## src/rtl/pipe_latch_ctrl.sv

```systemverilog
// Pipeline latch sequencer for the DLX five-stage pipe: generates every latch enable and
// bubble strobe from load-use hazards, taken branches, multi-cycle multiplies and debug halt.
module pipe_latch_ctrl #(
   parameter int REG_ADDR_W = 5,
   parameter int MUL_CYCLES = 4,
   parameter int CNT_W      = 3,
   parameter int STALL_W    = 16
) (
   input  logic                  clk,
   input  logic                  reset,
   input  logic [REG_ADDR_W-1:0] id_rs,
   input  logic [REG_ADDR_W-1:0] id_rt,
   input  logic                  id_uses_rs,
   input  logic                  id_uses_rt,
   input  logic                  ex_mem_read,
   input  logic [REG_ADDR_W-1:0] ex_rd,
   input  logic                  id_branch_taken,
   input  logic                  id_mul_start,
   input  logic                  halt_req,
   input  logic                  resume,
   output logic                  pc_en,
   output logic                  if_id_en,
   output logic                  id_ex_en,
   output logic                  ex_mem_en,
   output logic                  mem_wb_en,
   output logic                  if_id_flush,
   output logic                  id_ex_flush,
   output logic                  ex_mem_flush,
   output logic [1:0]            ctrl_state,
   output logic [STALL_W-1:0]    stall_count
);

   typedef enum logic [1:0] {
      RUN      = 2'b00,
      MUL_WAIT = 2'b01,
      HALT     = 2'b10,
      ILLEGAL  = 2'b11
   } state_t;

   state_t             state_q, state_d;
   logic [CNT_W-1:0]   mul_cnt_q, mul_cnt_d;
   logic               halt_pend_q, halt_pend_d;
   logic [STALL_W-1:0] stall_q, stall_d;
   logic               hz;

   // r0 is hardwired zero, so a load targeting it can never create a real dependency
   assign hz = ex_mem_read && (ex_rd != '0) &&
               ((id_uses_rs && (id_rs == ex_rd)) || (id_uses_rt && (id_rt == ex_rd)));

   always_comb begin
      pc_en        = 1'b0;
      if_id_en     = 1'b0;
      id_ex_en     = 1'b0;
      ex_mem_en    = 1'b0;
      mem_wb_en    = 1'b0;
      if_id_flush  = 1'b0;
      id_ex_flush  = 1'b0;
      ex_mem_flush = 1'b0;
      if (!reset) begin
         case (state_q)
            RUN: begin
               pc_en     = 1'b1;
               if_id_en  = 1'b1;
               id_ex_en  = 1'b1;
               ex_mem_en = 1'b1;
               mem_wb_en = 1'b1;
               if (hz) begin
                  pc_en       = 1'b0;
                  if_id_en    = 1'b0;
                  id_ex_flush = 1'b1;
               end else if (id_branch_taken) begin
                  if_id_flush = 1'b1;
               end
            end
            MUL_WAIT: begin
               ex_mem_en    = 1'b1;
               mem_wb_en    = 1'b1;
               ex_mem_flush = 1'b1;
            end
            default: ;
         endcase
      end
   end

   // Next-state logic; a halt request during a multiply is remembered until the multiply drains
   always_comb begin
      state_d     = state_q;
      mul_cnt_d   = mul_cnt_q;
      halt_pend_d = halt_pend_q;
      stall_d     = stall_q;
      if (!pc_en && (state_q != HALT) && (stall_q != '1))
         stall_d = stall_q + 1'b1;
      case (state_q)
         RUN: begin
            if (halt_req)
               state_d = HALT;
            else if (id_mul_start && !hz && !id_branch_taken) begin
               state_d   = MUL_WAIT;
               mul_cnt_d = CNT_W'(MUL_CYCLES - 2);
            end
         end
         MUL_WAIT: begin
            if (halt_req)
               halt_pend_d = 1'b1;
            if (mul_cnt_q != '0)
               mul_cnt_d = mul_cnt_q - 1'b1;
            else begin
               state_d     = (halt_pend_q || halt_req) ? HALT : RUN;
               halt_pend_d = 1'b0;
            end
         end
         HALT: begin
            if (resume)
               state_d = RUN;
         end
         default: state_d = RUN;
      endcase
   end

   always_ff @(posedge clk or posedge reset) begin
      if (reset) begin
         state_q     <= RUN;
         mul_cnt_q   <= '0;
         halt_pend_q <= 1'b0;
         stall_q     <= '0;
      end else begin
         state_q     <= state_d;
         mul_cnt_q   <= mul_cnt_d;
         halt_pend_q <= halt_pend_d;
         stall_q     <= stall_d;
      end
   end

   assign ctrl_state  = state_q;
   assign stall_count = stall_q;

endmodule

```

## config.mk

```make
export PLATFORM = sky130hd
export DESIGN_NAME = pipe_latch_ctrl
export DESIGN_NICKNAME = d
export VERILOG_FILES = /design/src/rtl/pipe_latch_ctrl.sv
export SDC_FILE = /design/constraint.sdc
export NUM_CORES = 1
export LEC_CHECK = 0
export CORE_AREA = 2 2 62 64
export CTS_CLUSTER_SIZE = 12
export DETAILED_ROUTE_END_ITERATION = 10
export DIE_AREA = 0 0 64 66
export PLACE_DENSITY_LB_ADDON = 0.2
export SLEW_MARGIN = 25
export SYNTH_ARGS = -nofsm -noshare
export SYNTH_HDL_FRONTEND = slang
export SYNTH_SLANG_ARGS = --single-unit
```

## constraint.sdc

```tcl
create_clock -name clk -period 5.09 [get_ports clk]
set_input_delay 0.509 -clock clk [delete_from_list [all_inputs] [get_ports clk]]
set_output_delay 0.509 -clock clk [all_outputs]
set_load 0.02 [all_outputs]
```

==> results of run 1 <==
## worst max-delay path: stages
cell and delay [ps]:
clkdlybuf4s50_1 470, or3_1 470, o31a_1 290, nand2_1 70
and3_1 150, clkdlybuf4s50_1 600
## registers in the layout, indices dropped and copies added (netlist names)
register,flops
stall_count,16
ctrl_state,2
mul_cnt_q,3
halt_pend_q,1
## placed cells by master, fill, tap and decap left out, drive strengths merged, types with 4 or more instances in the layout
| cell type | synthesis | final |
|---|---|---|
| xnor2 | 25 | 25 |
| nand3 | 9 | 9 |
| a21oi | 5 | 5 |
| nand4 | 7 | 7 |
| nand2 | 11 | 11 |
| clkbuf | 1 | 4 |
| clkdlybuf4s50 | 0 | 49 |
| dfrtp | 22 | 22 |
| and2 | 5 | 5 |
| and3 | 8 | 8 |
## routing by layer
layer | routed length (µm) | part of all wire [%] | vias to the layer above | track usage [%]
met3 | 133 | 4.6 | 2 | 3.41
met4 | 10 | 0.35 | 0 | 1.63
met2 | 1460 | 51 | 21 | 24.5
li1 | - | - | 565 | -
met5 | 0 | 0 | - | 0
met1 | 1280 | 44 | 542 | 18.5
## stage by stage
stage,instance area (µm²),setup slack [ps],cells
floorplan,1350,2820,131
global placement,1870,2040,224
detailed placement,1870,2030,224
CTS,1910,2020,228
global route,1910,1940,228
finish,1910,2020,228
## final cells by class
type / instances / area, µm²
Clock buffer: 4 / 36.3
Inverter: 3 / 11.3
Timing Repair Buffer: 49 / 490
Multi-Input combinational cell: 102 / 761
Sequential cell: 22 / 551
Fill cell: 316 / 1640
Tap cell: 48 / 60.1
## final timing paths
| path | start | end | slack, ps |
|---|---|---|---|
| setup / recovery | ex_rd[0] | if_id_flush | 2020 |
| hold / removal | stall_count[11] | stall_count[11] | 500 |
| setup reg to reg | ctrl_state[0] | stall_count[1] | 3050 |
| hold reg to reg | stall_count[11] | stall_count[11] | 500 |
| max in group asynchronous | reset | stall_count[6] | 3810 |
| min in group asynchronous | reset | ctrl_state[0] | 780 |
## cells by family (layout without fill, tap and decap cells)
group,count (synthesis),count (layout),share of synthesized area (%)
flops,22,22,40.7
buf+inv,7,56,3.05
xor+xnor,25,25,16.2
fa+ha+maj,3,3,2.78
compound gates,13,13,8.51
simple gates,60,60,27.7
mux,1,1,1.11
## power groups by stage
stage	logic [mW]	registers, mW	clock network, mW
after floorplan	0.201	0.303	0
after global placement	0.368	0.271	0
after detailed placement	0.373	0.274	0
after CTS	0.374	0.271	0.0975
after global routing	0.401	0.279	0.105
final	0.368	0.270	0.0935
==> impl_results.md, run 1 <==
* Avg Inst Size Synth at 10.3 µm²
* Core Footprint at 3550 µm²
* Hold Buf Count CTS at 0
* Syn_nets at 158
* Synth Flop Type: dfrtp_1
* Max_slew headroom at 45.7%
* Drt pass-1 iters at 4
* Global-route wire length before repair at 4760 µm
* Period minus WS final at 3070 ps
* Initial Util at 38.1%
* Worst Hold Depth at 1
* Setup violations, final at 0
* Tot Pwr at 731 µW
* Power Internal at 445 µW
* Sequential share of the synthesized area at 40.7%
* Period utilisation layout at 60.3%
* Count of input and output buffers at 49
* Peak Freq at 326 MHz
* Yosys top cell by area: dfrtp_1
* Combinational cell fraction of total power at 50.3%
* Dominant cells by area after synthesis: dfrtp_1 41%, xnor2_1 16%, nand3_1 3.3%
* Status: finished clean
* Final HPWL DP at 2310 µm
* Final Util at 53.8%
* Post-synthesis sequential element count at 22
* Max-Cap Viols at 0
* Antenna cell count at 0
* YS warnings at 0
* Initial antenna violation count at 0
* Root Buffer: clkbuf_4
* Maximum vdd drop at 0.000209 V
* Worst skew pair latency at 300 ps
* Switch Pwr at 286 µW
* Gr usage total at 14.2%
* Setup Fix Bufs, Post-CTS at 0
* Initial DRC count at 43
* H-Tree Level Count at 1
* Grt ovf at 0
* Most frequent cell after synthesis: xnor2_1
* DRC Markers at 0
* CP Launch Type: input pin
* Unrepaired setup endpoints after global routing: no
* CP Capture Type: output port
* Clock-pin slew on the worst setup and hold paths at 110 ps
* Crit path required time at 4580 ps
* Via/cell ratio at 4.96
* Net Sw Frac at 39.1%
* Post-cts resize count at 0
* Mapped Area at 1350 µm²
* FP Rows at 22
* P_leak at 0.750 nW
* Clock skew at 3.13 ps
* Post-synth EDFFs at 0
* Routed WL per cell at 12.6 µm
* Actual slew at the worst max-slew pin at 813 ps
* Cell count after synthesis at 131
* Vias in the first global route at 1049
* Max Root-Sink Buffers at 2
* Routability Congestion at 0.794
* Synth cell types at 38
* I/O Pins at 50
* Die X at 64 µm
* Sequential share of power at 36.9%
* Synthesis-to-finish area growth at 41.2%
* Final ANT Viol Nets at 0
* Worst Path Arrival at 2560 ps
* Largest fanout on the critical path at 3
* Reg2reg path depth at 4
* DRT Wirelength at 2880 µm
* Fin nets at 208
* Sink Count at 22
* Die Y at 66 µm
* Share of cells above drive strength 1 at 8.33%
* Die area at 4220 µm²
* CTS buffer count at 3
* Pwr dens at 383 nW/µm²
* Hold Crit Class: reg2reg
* Final Max Slew Viols at 0
* Critical path class: in2out
* Clock network fraction of total power at 12.8%
* Vias at 1130
* Post-synth ARST share at 100%
* Worst hold slack at 500 ps
* Post-synth top cells: 25 x xnor2_1, 22 x dfrtp_1, 10 x nand2_1
* Area share of the largest cell type after synthesis at 40.7%
* Fin. Hold Viols at 0
* TritonCTS clock tree: yes
* Largest net degree at the start of global routing at 23
* Post-route setup TNS at 0 ps
(Power assumes the default switching activity.)
==> inputs of run 2 (changes only) <==
Clock period 5.09 ns to 3 ns, I/O delays scaled along.
==> run 2 against run 1 <==
Design area unchanged; highest routed layer unchanged; largest power group unchanged; global-route usage increased by 0.46 points; cell count unchanged; register-to-register slack got worse by 2100 ps; setup slack got worse by 1700 ps; routed wire length decreased by 1.8%; critical path depth unchanged; clock skew increased by 1.6 ps.
==> impl_results.md, run 2 (synthesized netlist as in run 1, its figures left out) <==
* Vias in the first global route at 1064 (+1.4%)
* Initial Util at 38.1% (unchanged)
* Initial DRC count at 52 (+21%)
* Filler cells at 303 (-4.1%)
* DRT Wirelength at 2830 µm (-1.8%)
* CTS buffer count at 3 (unchanged)
* Max Root-Sink Buffers at 2 (unchanged)
* RR Endpoint: stall_count[1]
* Synthesis-to-finish area growth at 41.2% (unchanged)
* Slowest stage delay, CP at 600 ps (about the same)
* Period utilisation layout at 88.0%
* DRC Markers at 0 (unchanged)
* Fin nets at 208 (unchanged)
* Actual slew at the worst max-slew pin at 821 ps (+7.27 ps)
* Post-cts resize count at 0 (unchanged)
* Peak Freq at 379 MHz
* Max_slew headroom at 45.2% (-0.49 points)
* Initial antenna violation count at 0 (unchanged)
* H-Tree Level Count at 1 (unchanged)
* FP Rows at 22 (unchanged)
* Worst hold slack at 501 ps (+0.485 ps)
* CP Launch Type: input pin
* Min-Delay Endpoint: stall_count[11]
* Max FFs per register at 16 (unchanged)
* Period minus WS final at 2640 ps
* Final HPWL DP at 2290 µm (-0.62%)
* Most common cell after layout, fill and taps aside: clkdlybuf4s50_1
* Core Footprint at 3550 µm² (unchanged)
* Gr usage total at 14.6% (+0.46 points)
* Setup violations, final at 0 (unchanged)
* Hold path startpoint: stall_count[11]
* Footprint of the multi-input gates at 761 µm² (unchanged)
* Final ANT Viol Nets at 0 (unchanged)
* Largest fanout on the critical path at 3 (unchanged)
* Post-route setup TNS at 0 ps (unchanged)
* Crit path required time at 2700 ps (-1880 ps)
* Largest net degree at the start of global routing at 23 (unchanged)
* P_leak at 0.750 nW (unchanged)
* Pwr dens at 647 nW/µm² (+69%)
* Critical path class: in2out
* Vias at 1137 (+0.62%)
* Die X at 64 µm (unchanged)
* Die area at 4220 µm² (unchanged)
* Global-route wire length before repair at 4820 µm (+1.2%)
* Grt ovf at 0 (unchanged)
* Worst Hold Depth at 1 (unchanged)
* Via/cell ratio at 4.99 (+0.62%)
* CP Buf/Inv Count at 2 (unchanged)
* Cell mode on critical path: clkdlybuf4s50_1
* CP Capture Type: output port
* Worst Path Arrival at 2340 ps (-220 ps)
* Antenna cell count at 0 (unchanged)
* Worst-path cell chain: clkdlybuf4s50_1, or3_1, o31a_1, nand2_1, and3_1, clkdlybuf4s50_1
* Hold Crit Class: reg2reg
* Most frequent cells in the layout: 49 x clkdlybuf4s50_1, 25 x xnor2_1, 22 x dfrtp_1
* Crit Reg-Reg Startpoint: ctrl_state[0]
* Clock-pin slew on the worst setup and hold paths at 110 ps (about the same)
* Die Y at 66 µm (unchanged)
* Routed WL per cell at 12.4 µm (-1.8%)
* Share of cells above drive strength 1 at 8.33% (unchanged)
* Maximum vdd drop at 0.000370 V (+77%)
* Unrepaired setup endpoints after global routing: no
* Clock skew at 4.72 ps (+1.59 ps)
* Status: finished clean
* Routability Congestion at 0.794 (about the same)
* TritonCTS clock tree: yes
* Reg2reg setup slack at 950 ps (-2100 ps)
* Worst skew pair latency at 300 ps (about the same)
* Drt pass-1 iters at 4 (unchanged)
* Delay-heaviest family, CP: buffers and inverters
* Fin. Hold Viols at 0 (unchanged)
* Crit-path slowest cell: clkdlybuf4s50_1
* Hold Buf Count CTS at 0 (unchanged)
* Reg2reg path depth at 4 (unchanged)
* Setup Fix Bufs, Post-CTS at 0 (unchanged)
* I/O Pins at 50 (unchanged)
* Root Buffer: clkbuf_4
* Final Max Slew Viols at 0 (unchanged)
* Sink Count at 22 (unchanged)
* Max-Cap Viols at 0 (unchanged)
* Final Util at 53.8% (unchanged)
* Count of input and output buffers at 49 (unchanged)
* FF+latch area at 551 µm² (unchanged)
[run 2: cell counts in the layout (fill, tap and decap cells not counted)]
No cell type changed its count.
[run 2: report_power, final]
group | internal [mW] | switching, mW | total (mW)
Combinational | 0.306 | 0.317 | 0.623
Clock | 0.0740 | 0.0822 | 0.156
Sequential | 0.375 | 0.0809 | 0.456
[run 2: worst max-delay path by stage]
stage | start | cells after the start | slack, ps | to
final | ex_rd[0] | 6 | 360 | if_id_flush
after global placement | ex_rd[0] | 6 | 370 | if_id_flush
after global routing | ex_rd[0] | 6 | 250 | pc_en
after floorplan | ctrl_state[0] | 4 | 890 | stall_count[1]
after CTS | ex_rd[0] | 6 | 350 | if_id_flush
after detailed placement | ex_rd[0] | 6 | 350 | if_id_flush
[run 2: worst reg2reg max path, cell delays in order (launching register included)]
cell	delay [ps]
dfrtp_1	480
nor3_1	530
o221ai_2	460
nand2_4	180
mux2_4	300
[run 2: stage by stage]
stage	std cells	instance area [µm²]	power, mW	setup WS (ps)
after floorplan	131	1350	0.856	891
after global placement	224	1870	1.08	372
after detailed placement	224	1870	1.09	354
after CTS	228	1910	1.26	350
after global routing	228	1910	1.33	252
final	228	1910	1.24	359
[run 2: area by class of cell]
cell class                 instances  area share, %
multi-input combinational        102           39.8
sequential                        22           28.8
timing repair buffer              49           25.7
tap                               48           3.15
clock buffer                       4           1.90
inverter                           3          0.590
[run 2: metal layers]
| layer | global-route usage, % | wire, µm | up-vias |
|---|---|---|---|
| met5 | 0 | 0 | - |
| met4 | 3.26 | 17 | 0 |
| met2 | 26.2 | 1490 | 22 |
| met3 | 3.41 | 107 | 2 |
| li1 | - | - | 567 |
| met1 | 17.8 | 1220 | 546 |
==> inputs of run 3 (changes only) <==
Settings changed: RECOVER_POWER set to 100.
==> run 3 against run 2 <==
Critical endpoint unchanged; non-clock buffer count unchanged; sequential power about the same; maximum frequency down 4.4%; utilization down 0.28 points; die area unchanged; setup slack worse by 120 ps; clock skew about the same.
==> impl_results.md, run 3 (synthesized netlist as in run 1, its figures left out) <==
* Reg2reg setup slack at 680 ps (-270 ps)
* Setup violations, final at 0 (unchanged)
* Period utilisation layout at 92.1% (+4.1 points)
* Min-Delay Endpoint: stall_count[11]
* Worst Hold Depth at 1 (unchanged)
* Grt ovf at 0 (unchanged)
* P_leak at 0.803 nW (+7.1%)
* Final Non-Filler Cells at 228 (unchanged)
* Max FFs per register at 16 (unchanged)
* Final Max Slew Viols at 0 (unchanged)
* Via/cell ratio at 4.93 (-1.1%)
* Critical path class: in2out
* Count of input and output buffers at 49 (unchanged)
* Vias in the first global route at 1064 (unchanged)
* I/O Pins at 50 (unchanged)
* Antenna cell count at 0 (unchanged)
* FP Rows at 22 (unchanged)
* Initial antenna violation count at 0 (unchanged)
* Hold path startpoint: stall_count[11]
* Crit path required time at 2700 ps (about the same)
* Pwr dens at 626 nW/µm² (-3.2%)
* Fin. Hold Viols at 0 (unchanged)
* Worst hold slack at 496 ps (-4.74 ps)
* Die Y at 66 µm (unchanged)
* Filler cells at 307 (+1.3%)
* DRC Markers at 0 (unchanged)
* Vias at 1125 (-1.1%)
* CP Capture Type: output port
* Root Buffer: clkbuf_4
* Final HPWL DP at 2290 µm (unchanged)
* DRT Wirelength at 2810 µm (-0.53%)
* Final Util at 53.5% (-0.28 points)
* Routed WL per cell at 12.3 µm (-0.53%)
* RR Endpoint: stall_count[1]
* Peak Freq at 362 MHz (-4.4%)
* Initial Util at 38.1% (unchanged)
* Drt pass-1 iters at 4 (unchanged)
* Max-Cap Viols at 0 (unchanged)
* CTS buffer count at 3 (unchanged)
* CP Launch Type: input pin
* Sequential share of power at 38.1% (+1.2 points)
* Die X at 64 µm (unchanged)
* Inst Count DP at 224 (unchanged)
* Post-route setup TNS at 0 ps (unchanged)
* Synthesis-to-finish area growth at 40.4%
* Final ANT Viol Nets at 0 (unchanged)
* Worst skew pair latency at 300 ps (about the same)
* Hold Crit Class: reg2reg
* Max_slew headroom at 13.9% (-31 points)
* Global-route wire length before repair at 4820 µm (unchanged)
* Fin nets at 208 (unchanged)
* Combinational cell fraction of total power at 48.8% (-1.6 points)
* Largest fanout on the critical path at 3 (unchanged)
* Gr usage total at 14.6% (unchanged)
* H-Tree Level Count at 1 (unchanged)
* Crit Reg-Reg Startpoint: ctrl_state[0]
* Most frequent cells in the layout: 25 x xnor2_1, 25 x dlygate4sd3_1, 24 x clkdlybuf4s50_1
* Max Root-Sink Buffers at 2 (unchanged)
* TritonCTS clock tree: yes
* Clock-pin slew on the worst setup and hold paths at 110 ps (about the same)
* Clock skew at 4.60 ps (-0.118 ps)
* Status: finished clean
* Hold Buf Count CTS at 0 (unchanged)
* Core Footprint at 3550 µm² (unchanged)
* Reg2reg path depth at 4 (unchanged)
* Clock network fraction of total power at 13.1% (+0.5 points)
* Power Internal at 717 µW (-5.0%)
* Largest net degree at the start of global routing at 23 (unchanged)
* Post-cts resize count at 0 (unchanged)
* Share of cells above drive strength 1 at 7.22% (-1.1 points)
* Worst Path Arrival at 2460 ps (+120 ps)
* Actual slew at the worst max-slew pin at 1290 ps (+471 ps)
* Period minus WS final at 2760 ps (+122 ps)
* Initial DRC count at 52 (unchanged)
* Fin worst setup slack at 237 ps (-122 ps)
* Net Sw Frac at 39.7% (+0.82 points)
* Routability Congestion at 0.794 (unchanged)
* Setup Fix Bufs, Post-CTS at 0 (unchanged)
* Maximum vdd drop at 0.000369 V (-0.41%)
* Placement Setup Slack at 354 ps (unchanged)
* Unrepaired setup endpoints after global routing: no
* Switch Pwr at 472 µW (-1.7%)
* Die area at 4220 µm² (unchanged)
* Sink Count at 22 (unchanged)
-- run 3: cell count changes in the layout (fill, tap and decap cells not counted), sizes merged --
cell	change
dlygate4sd3	+25
clkdlybuf4s50	-25
-- run 3: worst max path at each step --
stage / from / to / slack, ps / cells past startpoint
final: ex_rd[0] / if_id_flush / 240 / 6
after CTS: ex_rd[0] / if_id_flush / 350 / 6
after floorplan: ctrl_state[0] / stall_count[1] / 890 / 4
after detailed placement: ex_rd[0] / if_id_flush / 350 / 6
after global placement: ex_rd[0] / if_id_flush / 370 / 6
after global routing: ex_rd[0] / pc_en / 140 / 6
-- run 3: cell type report --
class                      count  area (µm²)  area share (%)
multi-input combinational    102         751            39.5
sequential                    22         551            29.0
timing repair buffer          49         490            25.8
tap                           48        60.1            3.16
clock buffer                   4        36.3            1.91
inverter                       3        11.3           0.593
-- run 3: through the flow --
step	total power, mW	area (µm²)
final	1.19	1900
after global routing	1.29	1900
after CTS	1.26	1910
after detailed placement	1.09	1870
after global placement	1.08	1870
after floorplan	0.856	1350
-- run 3: worst max-delay path: stages --
cell and delay (ps):
dlygate4sd3_1 590, or3_1 460, o31a_1 280, nand2_1 80, and3_1 160, clkdlybuf4s50_1 600
-- run 3: power by group through the flow --
stage                     Clock [mW]  Sequential [mW]  Combinational, mW
after CTS                      0.165            0.458              0.633
after detailed placement           0            0.464              0.631
after floorplan                    0            0.515              0.341
after global placement             0            0.460              0.624
final                          0.156            0.453              0.580
after global routing           0.179            0.471              0.637
-- run 3: metal layers --
metal | share of wire (%) | vias to the layer above | track usage, %
li1 | - | 568 | -
met1 | 43 | 537 | 17.8
met2 | 53 | 18 | 26.2
met3 | 3.3 | 2 | 3.41
met4 | 0.60 | 0 | 3.26
met5 | 0 | - | 0
